--- src/rtl/coin_pulse_conditioner.sv ---
// Coin sensor front end: synchronizes and debounces three coin channels and emits one-cycle coin pulses.
// It flags simultaneous coins and reports a jam when any channel stays high too long.
module coin_pulse_conditioner #(
   parameter int DEBOUNCE_CYCLES = 4,
   parameter int JAM_CYCLES      = 1000
) (
   input  logic clk_in,
   input  logic reset,
   input  logic bir_raw,
   input  logic elli_raw,
   input  logic yirmibes_raw,
   output logic bir,
   output logic elli,
   output logic yirmibes,
   output logic multi_err,
   output logic jam
);

   localparam logic [15:0] DB_LAST  = 16'(DEBOUNCE_CYCLES - 1);
   localparam logic [19:0] JAM_LAST = 20'(JAM_CYCLES - 1);
   localparam logic [19:0] HIGH_MAX = 20'hF_FFFF;

   logic [2:0] raw_w;
   logic [2:0] rise_w;
   logic [2:0] jam_bits_w;

   assign raw_w = {yirmibes_raw, elli_raw, bir_raw};

   genvar gi;
   generate
      for (gi = 0; gi < 3; gi++) begin : g_ch
         logic        sync1_q;
         logic        sync2_q;
         logic        stable_q;
         logic        stable_d;
         logic [15:0] db_cnt_q;
         logic [15:0] db_cnt_d;
         logic [19:0] high_cnt_q;
         logic [19:0] high_cnt_d;
         logic        jam_bit_q;
         logic        jam_bit_d;

         always_comb begin
            stable_d   = stable_q;
            db_cnt_d   = '0;
            high_cnt_d = '0;
            jam_bit_d  = jam_bit_q;
            if (sync2_q != stable_q) begin
               if (db_cnt_q == DB_LAST) begin
                  stable_d = sync2_q;
               end else begin
                  db_cnt_d = db_cnt_q + 16'd1;
               end
            end
            if (stable_q) begin
               high_cnt_d = (high_cnt_q == HIGH_MAX) ? high_cnt_q : high_cnt_q + 20'd1;
            end
            // A falling stable level wins over a jam that would be reached on the same edge.
            if (stable_q && !stable_d) begin
               jam_bit_d = 1'b0;
            end else if (stable_q && (high_cnt_q >= JAM_LAST)) begin
               jam_bit_d = 1'b1;
            end
         end

         always_ff @(posedge clk_in) begin
            if (reset) begin
               sync1_q    <= 1'b0;
               sync2_q    <= 1'b0;
               stable_q   <= 1'b0;
               db_cnt_q   <= '0;
               high_cnt_q <= '0;
               jam_bit_q  <= 1'b0;
            end else begin
               sync1_q    <= raw_w[gi];
               sync2_q    <= sync1_q;
               stable_q   <= stable_d;
               db_cnt_q   <= db_cnt_d;
               high_cnt_q <= high_cnt_d;
               jam_bit_q  <= jam_bit_d;
            end
         end

         assign rise_w[gi]     = ~stable_q & stable_d;
         assign jam_bits_w[gi] = jam_bit_q;
      end
   endgenerate

   logic [2:0] valid_rise_w;
   logic       multi_d;
   logic [2:0] coin_d;
   logic [2:0] coin_q;
   logic       multi_q;
   logic       jam_q;

   always_comb begin
      valid_rise_w = rise_w & {3{~jam_q}};
      multi_d      = (valid_rise_w[0] & valid_rise_w[1]) |
                     (valid_rise_w[0] & valid_rise_w[2]) |
                     (valid_rise_w[1] & valid_rise_w[2]);
      coin_d       = multi_d ? 3'b000 : valid_rise_w;
   end

   always_ff @(posedge clk_in) begin
      if (reset) begin
         coin_q  <= '0;
         multi_q <= 1'b0;
         jam_q   <= 1'b0;
      end else begin
         coin_q  <= coin_d;
         multi_q <= multi_d;
         jam_q   <= |jam_bits_w;
      end
   end

   assign bir       = coin_q[0];
   assign elli      = coin_q[1];
   assign yirmibes  = coin_q[2];
   assign multi_err = multi_q;
   assign jam       = jam_q;

endmodule

--- config.mk ---
export PLATFORM = sky130hd
export DESIGN_NAME = coin_pulse_conditioner
export DESIGN_NICKNAME = d
export VERILOG_FILES = /design/src/rtl/coin_pulse_conditioner.sv
export SDC_FILE = /design/constraint.sdc
export NUM_CORES = 1
export LEC_CHECK = 0
export CAP_MARGIN = 30
export CORE_MARGIN = 2
export CORE_UTILIZATION = 40
export DETAILED_ROUTE_END_ITERATION = 6
export PLACE_DENSITY_LB_ADDON = 0.2
export SYNTH_ARGS = -nofsm -noshare
export SYNTH_HDL_FRONTEND = slang
export SYNTH_SLANG_ARGS = --single-unit
--- constraint.sdc ---
create_clock -name clk_in -period 5.1 [get_ports clk_in]
set_input_delay 0.51 -clock clk_in [delete_from_list [all_inputs] [get_ports clk_in]]
set_output_delay 0.51 -clock clk_in [all_outputs]
set_load 0.03 [all_outputs]
Yosys cells after proc, flatten, opt, wreduce, memory -nomap -nowiden --
Index checks and enable logic that the tools add are counted.
Storage, ports and cells: flip-flop bits (word level) 125, bits of input ports 5
Cells by class: $add $sub $neg 6, bitwise logic cells 16, eq/ne operators 9, reduce and logical (&&, ||, !) cells 20, $lt $le $gt $ge 3, mux-type cells 6
Operators by type and width (count):
- $add 20x1->20 const B | 3
- $eq 20x20->1 const B | 3
- $ge 20x10->1 const B | 3
- $add 16x1->16 const B | 3
- $eq 16x2->1 const B | 3
- $reduce_or 2->1 | 7
- $reduce_or 3->1 | 4
- $not 1->1 | 7
- $and 1x1->1 | 6
- $logic_and 1x1->1 | 6
- $mux 1 | 6
- $and 3x3->3 | 1
- $logic_not 1->1 | 3
- $ne 1x1->1 | 3
- $or 1x1->1 | 2

Depth between registers and ports, before layout --
Gate-level depths: netlist of run 1.
depth in word-level cells 9, mapped depth 8

Least setup slack after synthesis of run 1 --
No wires, ideal clock.
path type register to register, start register g_ch[1].db_cnt_q[0], end register multi_q, in the netlist multi_err, required time 5035 ps, slack 3288 ps, arrival time 1747 ps, library setup time 65 ps, stages on the path, launching flop included 7, buffers on the path 0, period minus slack after synthesis 1812 ps, path through dfxtp_1 > ha_1 > nor4b_2 > nand4_1 > or3_1 > maj3_2 > nor2_1
Between the ends: cells in the longest elaborated chain, start to end 8
RTL lines:
- start: declaration | RTL line 36 | logic [15:0] db_cnt_q;
- start signal: assignment | RTL line 78 | db_cnt_q <= db_cnt_d;
- $eq 16x2->1 * | RTL line 49 | if (db_cnt_q == DB_LAST) begin
- $mux 1 * | RTL line 49
- $mux 1 * | RTL line 48 | if (sync2_q != stable_q) begin
- $and 1x1->1 * | RTL line 84 | assign rise_w[gi] = ~stable_q & stable_d;
- $and 3x3->3 * | RTL line 97 | valid_rise_w = rise_w & {3{~jam_q}};
- $and 1x1->1 | RTL line 98 | multi_d = (valid_rise_w[0] & valid_rise_w[1]) |
- $or 1x1->1 | RTL line 98
- $or 1x1->1 * | RTL line 99 | (valid_rise_w[0] & valid_rise_w[2]) |
- end signal: assignment | RTL line 111 | multi_q <= multi_d;
- end: declaration | RTL line 93 | logic multi_q;
Mark *: on every way between the ends. The rest lies on a longest branch, timed or not. A chain may end at the register's enable or synchronous reset.

Final worst setup path of run 1 --
start register g_ch[0].high_cnt_q[0], end register g_ch[0].high_cnt_q[2]
Between the ends: cells in the longest elaborated chain, start to end 1
RTL lines:
- start: declaration | RTL line 38 | logic [19:0] high_cnt_q;
- start signal: assignment | RTL line 79 | high_cnt_q <= high_cnt_d;
- $add 20x1->20 / $eq 20x20->1 (equally long branches) | RTL line 56 | high_cnt_d = (high_cnt_q == HIGH_MAX) ? high_cnt_q : high_cnt_q + 20'd1;
Several ways; a longest one is shown, not always the timed one.

==> metrics.md, run 1 <==
| Metric | Value |
|---|---|
| Post-route clock period utilization | `0.427` |
| Worst-path clk slew | `0.05 ns` |
| Drt via density | `5.29` |
| Number of synthesized register bits | `125` |
| Clock network fraction of total power | `0.534` |
| Pleak | `2.10 nW` |
| H-tree depth | `4` |
| Final HPWL DP | `7440 µm` |
| CTS resizes | `0` |
| Slew @ Worst Pin | `0.928 ns` |
| Initial DRC count | `313` |
| Mapped Area | `5720 µm²` |
| Syn Nets | `665` |
| Final number of hold-violating endpoints | `0` |
| Clock Sinks | `125` |
| Switch Pwr | `0.000421 W` |
| Cell-internal power | `0.00172 W` |
| Ys flop type | `dfxtp_1` |
| Max-slew violations | `0` |
| Initial antenna violation count | `0` |
| Post-synthesis area per instance | `8.75 µm²` |
| Pin count of the biggest net entering global routing | `24` |
| Wire per inst | `12.8 µm` |
| Mapped Cells | `654` |
| Register area share after synthesis | `0.437` |
| Area leader, netlist | `dfxtp_1` |
| Slew margin rel. | `0.378` |
| Synth top area cells | `dfxtp_1 44%, xnor2_1 8.1%, nor2_1 7.7%` |
| Yosys warns | `0` |
| Critical Path Start Type | `register` |
| IO Count | `10` |
| Via count | `4493` |
| Root Buffer | `clkbuf_16` |
| Clock Path Buffers | `2` |
| Clk_lat worst skew | `0.42 ns` |
| Final setup vio count | `0` |
| Post-synth top area share | `0.437` |
| Max cap viols | `0` |
| Required @ worst endpoint | `5.44 ns` |
| Setup TNS | `0 ns` |
| DIE AREA | `15300 µm²` |
| # DRC | `0` |
| Clock Skews | `0.00519 ns` |
| Hold EP | `g_ch[2].sync2_q$_SDFF_PP0_` |
| Nets | `668` |
| Synth cell types | `49` |
| Top post-synthesis cells by count | `125 x dfxtp_1, 117 x nor2_1, 53 x xnor2_1` |
| Post-cts hold buffer count | `0` |
| Minimum clock period | `2.18 ns` |
| Fmax | `0.459 GHz` |
| I/O Buffers | `9` |
| Unrepaired setup endpoints after global routing | `false` |
| EDFF count, synth | `0` |
| Share of power burned in registers | `0.460` |
| Kind of critical path | `register to register` |
| Die height | `124 µm` |
| Cell row count | `43` |
| Power share of the combinational group | `0.007` |
| Hold Path Stages | `1` |
| Maximum VDD drop | `250 µV` |
| Reg2reg setup slack | `2.92 ns` |
| Cells on worst reg2reg path | `6` |
| Vias in the first global route | `4220` |
| CTS Buf Count | `17` |
| Switching share of power | `0.197` |
| Hold_sp | `g_ch[2].sync1_q$_SDFF_PP0_` |
| Worst EP arrival | `2.51 ns` |
| Area grow syn2layout | `13.4%` |
| Antenna diode count | `0` |
| Most frequent cell after synthesis | `dfxtp_1` |
| Core Footprint | `13900 µm²` |
| Power Dens Cells | `329 nW/µm²` |
| Initial Util | `0.411` |
| Global-route wire length before repair | `19200 µm` |
| CTS tree | `built` |
| Class of the worst hold path | `register to register` |
| Share of layout cells above drive strength 1 | `0.0657` |
| CP max FO | `10` |
| Die Width | `124 µm` |
| Setup bufs post-CTS | `0` |
| Drt first pass iters | `4` |
| Total gr overflow | `0` |
| ANT nets after route | `0` |
| Crit path capture type | `register` |
| GP Congestion | `0.800` |
| Total power draw | `0.00214 W` |
| R2R Path End | `g_ch[0].high_cnt_q[2]$_SDFFE_PP0P_` |
| Async set-reset flop share out of synthesis | `0` |
| Status | `completed` |
| R2r startpoint | `g_ch[0].high_cnt_q[0]$_SDFFE_PP0P_` |
| All-Layer GR Usage | `0.159` |
| Routed WL | `10900 µm` |
[final cells by class]
| type | count | area [µm²] |
|---|---|---|
| Clock buffer | 26 | 509 |
| Clock inverter | 6 | 57.6 |
| Fill cell | 1340 | 7440 |
| Inverter | 6 | 22.5 |
| Multi-Input combinational cell | 496 | 3070 |
| Sequential cell | 125 | 2500 |
| Tap cell | 180 | 225 |
| Timing Repair Buffer | 11 | 105 |
[through the flow]
| step | area (µm²) | std cells | utilization | setup WS [ns] | hold slack, ns |
|---|---|---|---|---|---|
| 2_1_floorplan | 5720 | 654 | - | 3.29 | 0.414 |
| 3_3_place_gp | 5920 | 818 | 0.425 | 2.56 | 0.420 |
| 3_5_place_dp | 5920 | 818 | 0.425 | 2.50 | 0.431 |
| 4_1_cts | 6490 | 850 | 0.466 | 2.90 | 0.443 |
| 5_1_grt | 6490 | 850 | 0.466 | 2.75 | 0.472 |
| 6_report | 6490 | 850 | 0.466 | 2.92 | 0.441 |
[worst max path at each step]
stage | start | to | slack (ns) | cells past startpoint
floorplan | g_ch[1].db_cnt_q[0]$_SDFF_PP0_ | multi_err$_SDFF_PP0_ | 3.29 | 6
global route | g_ch[0].high_cnt_q[0]$_SDFFE_PP0P_ | g_ch[0].high_cnt_q[2]$_SDFFE_PP0P_ | 2.75 | 6
CTS | g_ch[0].high_cnt_q[0]$_SDFFE_PP0P_ | g_ch[0].high_cnt_q[2]$_SDFFE_PP0P_ | 2.90 | 6
finish | g_ch[0].high_cnt_q[0]$_SDFFE_PP0P_ | g_ch[0].high_cnt_q[2]$_SDFFE_PP0P_ | 2.92 | 6
detailed placement | reset | g_ch[2].high_cnt_q[2]$_SDFFE_PP0P_ | 2.50 | 4
global placement | reset | g_ch[2].high_cnt_q[19]$_SDFFE_PP0P_ | 2.56 | 4
[routing by layer]
metal / global-route usage / wire length [µm] / vias up
met3: 0.0426 / 282 / 20
met2: 0.246 / 4830 / 51
li1: - / - / 2316
met5: 0 / 0 / -
met1: 0.203 / 5530 / 2106
met4: 0.0810 / 260 / 0
[power by group through the flow]
stage / Combinational, W / Sequential (W) / Clock, W
2_1_floorplan: 0.00000930 / 0.00100 / 0
3_3_place_gp: 0.0000140 / 0.00100 / 0
3_5_place_dp: 0.0000144 / 0.00100 / 0
4_1_cts: 0.0000144 / 0.000982 / 0.00117
5_1_grt: 0.0000157 / 0.000982 / 0.00121
6_report: 0.0000141 / 0.000982 / 0.00114
[cell usage in the layout, fill, tap and decap left out, types with 9 or more instances in the layout]
cell,netlist,layout
a211oi_1,9,9
a21oi_1,27,27
and3_1,15,15
and4_1,17,17
clkbuf_16,0,17
clkdlybuf4s50_1,0,9
dfxtp_1,125,125
mux2i_1,9,9
nand2_1,40,40
nand3_1,44,44
nand4_1,26,26
nor2_1,117,117
nor3_1,20,20
nor4_1,16,16
xnor2_1,53,53
xor2_1,30,30
[worst max-delay path, stage by stage (launching register included)]
cell and delay [ns]:
dfxtp_1 0.43, ha_1 0.29, and4_1 0.38, and2_1 0.43, nand2_1 0.20, and3_1 0.23, nor3_1 0.14
[state kept, by name, summed over array words and instances, names as in the netlist]
| register | count |
|---|---|
| g_ch.stable_q | 3 |
| g_ch.sync1_q | 3 |
| g_ch.sync2_q | 3 |
| coin_q | 3 |
| multi_err | 1 |
| g_ch.db_cnt_q | 48 |
| jam | 1 |
| g_ch.jam_bit_q | 3 |
| g_ch.high_cnt_q | 60 |
[cells by family (layout without fill, tap and decap cells)]
family	after synthesis	in the layout	share of synthesized area
flip-flops	125	125	0.437
adder cells (fa/ha/maj)	7	7	0.0151
multiplexers	9	9	0.0157
AND/OR/NAND/NOR	339	339	0.313
AO/OA/AOI/OAI	58	58	0.0652
buffers and inverters	33	49	0.0265
XOR/XNOR	83	83	0.127
Power figures use the tool's default switching activity.
==> inputs of run 2 (changes only) <==
==> constraint.sdc (replaced) <==
create_clock -name clk_in -period 1.76 [get_ports clk_in]
set_input_delay 0.176 -clock clk_in [delete_from_list [all_inputs] [get_ports clk_in]]
set_output_delay 0.176 -clock clk_in [all_outputs]
set_load 0.03 [all_outputs]
==> metrics.md, run 2 (synthesized netlist as in run 1, its figures left out) <==
| Metric | Value |
|---|---|
| Initial DRC count | `268` |
| WHS | `0.314 ns` |
| Cells on worst reg2reg path | `6` |
| Fmax | `0.593 GHz` |
| Root Buffer | `clkbuf_16` |
| Minimum clock period | `1.69 ns` |
| Kind of critical path | `register to register` |
| Drt via density | `5.16` |
| CTS Buf Count | `17` |
| Slew @ Worst Pin | `0.427 ns` |
| Routed WL | `11500 µm` |
| Die height | `124 µm` |
| Sequential Area | `2510 µm²` |
| Power Dens Cells | `954 nW/µm²` |
| Post-layout util | `0.511` |
| IO Count | `10` |
| Final HPWL DP | `7950 µm` |
| Area grow syn2layout | `24.3%` |
| Final number of hold-violating endpoints | `0` |
| Final setup margin | `0.0730 ns` |
| Biggest register | `g_ch.high_cnt_q` |
| Maximum VDD drop | `742 µV` |
| Clk_lat worst skew | `0.41 ns` |
| ANT nets after route | `0` |
| Fill count | `1267` |
| Max cap viols | `0` |
| Clock Sinks | `125` |
| Pre-CTS setup slack | `-0.0807 ns` |
| Max reg flops | `60` |
| Largest regs | `g_ch.high_cnt_q x60, g_ch.db_cnt_q x48` |
| DIE AREA | `15300 µm²` |
| Global-route wire length before repair | `19700 µm` |
| Reg2reg setup slack | `0.07 ns` |
| I/O Buffers | `9` |
| Cell row count | `43` |
| Post-cts hold buffer count | `0` |
| CP max FO | `16` |
| Wire per inst | `12.7 µm` |
| Final setup vio count | `0` |
| Pleak | `2.43 nW` |
| Share of layout cells above drive strength 1 | `0.166` |
| Status | `completed` |
| Class of the worst hold path | `input pin to register` |
| Die Width | `124 µm` |
| Multi-input logic area | `3160 µm²` |
| Clock Skews | `0.00919 ns` |
| Nets | `719` |
| Critical Path Start Type | `register` |
| Max-slew violations | `0` |
| Hold Path Stages | `2` |
| Core Footprint | `13900 µm²` |
| Initial antenna violation count | `0` |
| # DRC | `0` |
| All-Layer GR Usage | `0.163` |
| Antenna diode count | `0` |
| Total gr overflow | `0` |
| GP Congestion | `0.820` |
| Pin count of the biggest net entering global routing | `21` |
| Via count | `4653` |
| H-tree depth | `4` |
| Required @ worst endpoint | `2.06 ns` |
| Unrepaired setup endpoints after global routing | `true` |
| Drt first pass iters | `5` |
| Worst EP arrival | `1.98 ns` |
| CTS tree | `built` |
| Post-route clock period utilization | `0.959` |
| Non-filler cells, final | `901` |
| Vias in the first global route | `4357` |
| Initial Util | `0.411` |
| Worst-path clk slew | `0.05 ns` |
| Placed insts | `867` |
| Crit path capture type | `register` |
| Most frequent cells in the layout | `117 x nor2_1, 117 x dfxtp_1, 53 x xnor2_1` |
| Clock Path Buffers | `2` |
| Slew margin rel. | `0.713` |
## run 2: path summary, 6_finish.rpt
path	start	to
worst max register to register	g_ch[2].db_cnt_q[8]$_SDFF_PP0_	g_ch[2].db_cnt_q[3]$_SDFF_PP0_
worst min register to register	g_ch[1].sync1_q$_SDFF_PP0_	g_ch[1].sync2_q$_SDFF_PP0_
worst max-delay path	g_ch[2].db_cnt_q[8]$_SDFF_PP0_	g_ch[2].db_cnt_q[3]$_SDFF_PP0_
worst min-delay path	yirmibes_raw	g_ch[2].sync1_q$_SDFF_PP0_
## run 2: final cells by class
type                            count  area share
Multi-Input combinational cell    496       0.444
Sequential cell                   125       0.353
Timing Repair Buffer               62      0.0737
Clock buffer                       22      0.0681
Tap cell                          180      0.0317
Clock inverter                     10      0.0259
Inverter                            6     0.00317
## run 2: metal layers
| metal | track usage | part of all wire | wire, µm | up-vias |
|---|---|---|---|---|
| li1 | - | - | - | 2424 |
| met1 | 0.208 | 0.50 | 5690 | 2144 |
| met2 | 0.251 | 0.45 | 5110 | 66 |
| met3 | 0.0517 | 0.036 | 408 | 19 |
| met4 | 0.0760 | 0.022 | 248 | 0 |
| met5 | 0 | 0 | 0 | - |
## run 2: worst max-delay path, stage by stage (launching register included)
cell     delay (ns)
dfxtp_1        0.30
or4_4          0.54
nor4_4         0.17
and2_2         0.22
or3_1          0.15
buf_12         0.14
nor2_1         0.05
## run 2: metrics by stage
stage | TNS [ns] | total power [W] | area, µm²
6_report | 0 | 0.00679 | 7110
5_1_grt | -0.278 | 0.00701 | 7110
4_1_cts | 0 | 0.00687 | 7020
3_5_place_dp | -0.103 | 0.00295 | 6330
3_3_place_gp | 0 | 0.00295 | 6330
2_1_floorplan | 0 | 0.00293 | 5720
## run 2: power breakdown
group          internal, W  total (W)  switching, W
logic            0.0000257  0.0000498     0.0000241
registers          0.00284    0.00284    0.00000461
clock network      0.00266    0.00389       0.00123
## run 2: repair_timing
| item | CTS | global route |
|---|---|---|
| setup buffers | 0 | 2 |
| pin swaps | 0 | 4 |
| resized for setup | 5 | 23 |
| endpoints found under the setup margin | 3 | 35 |
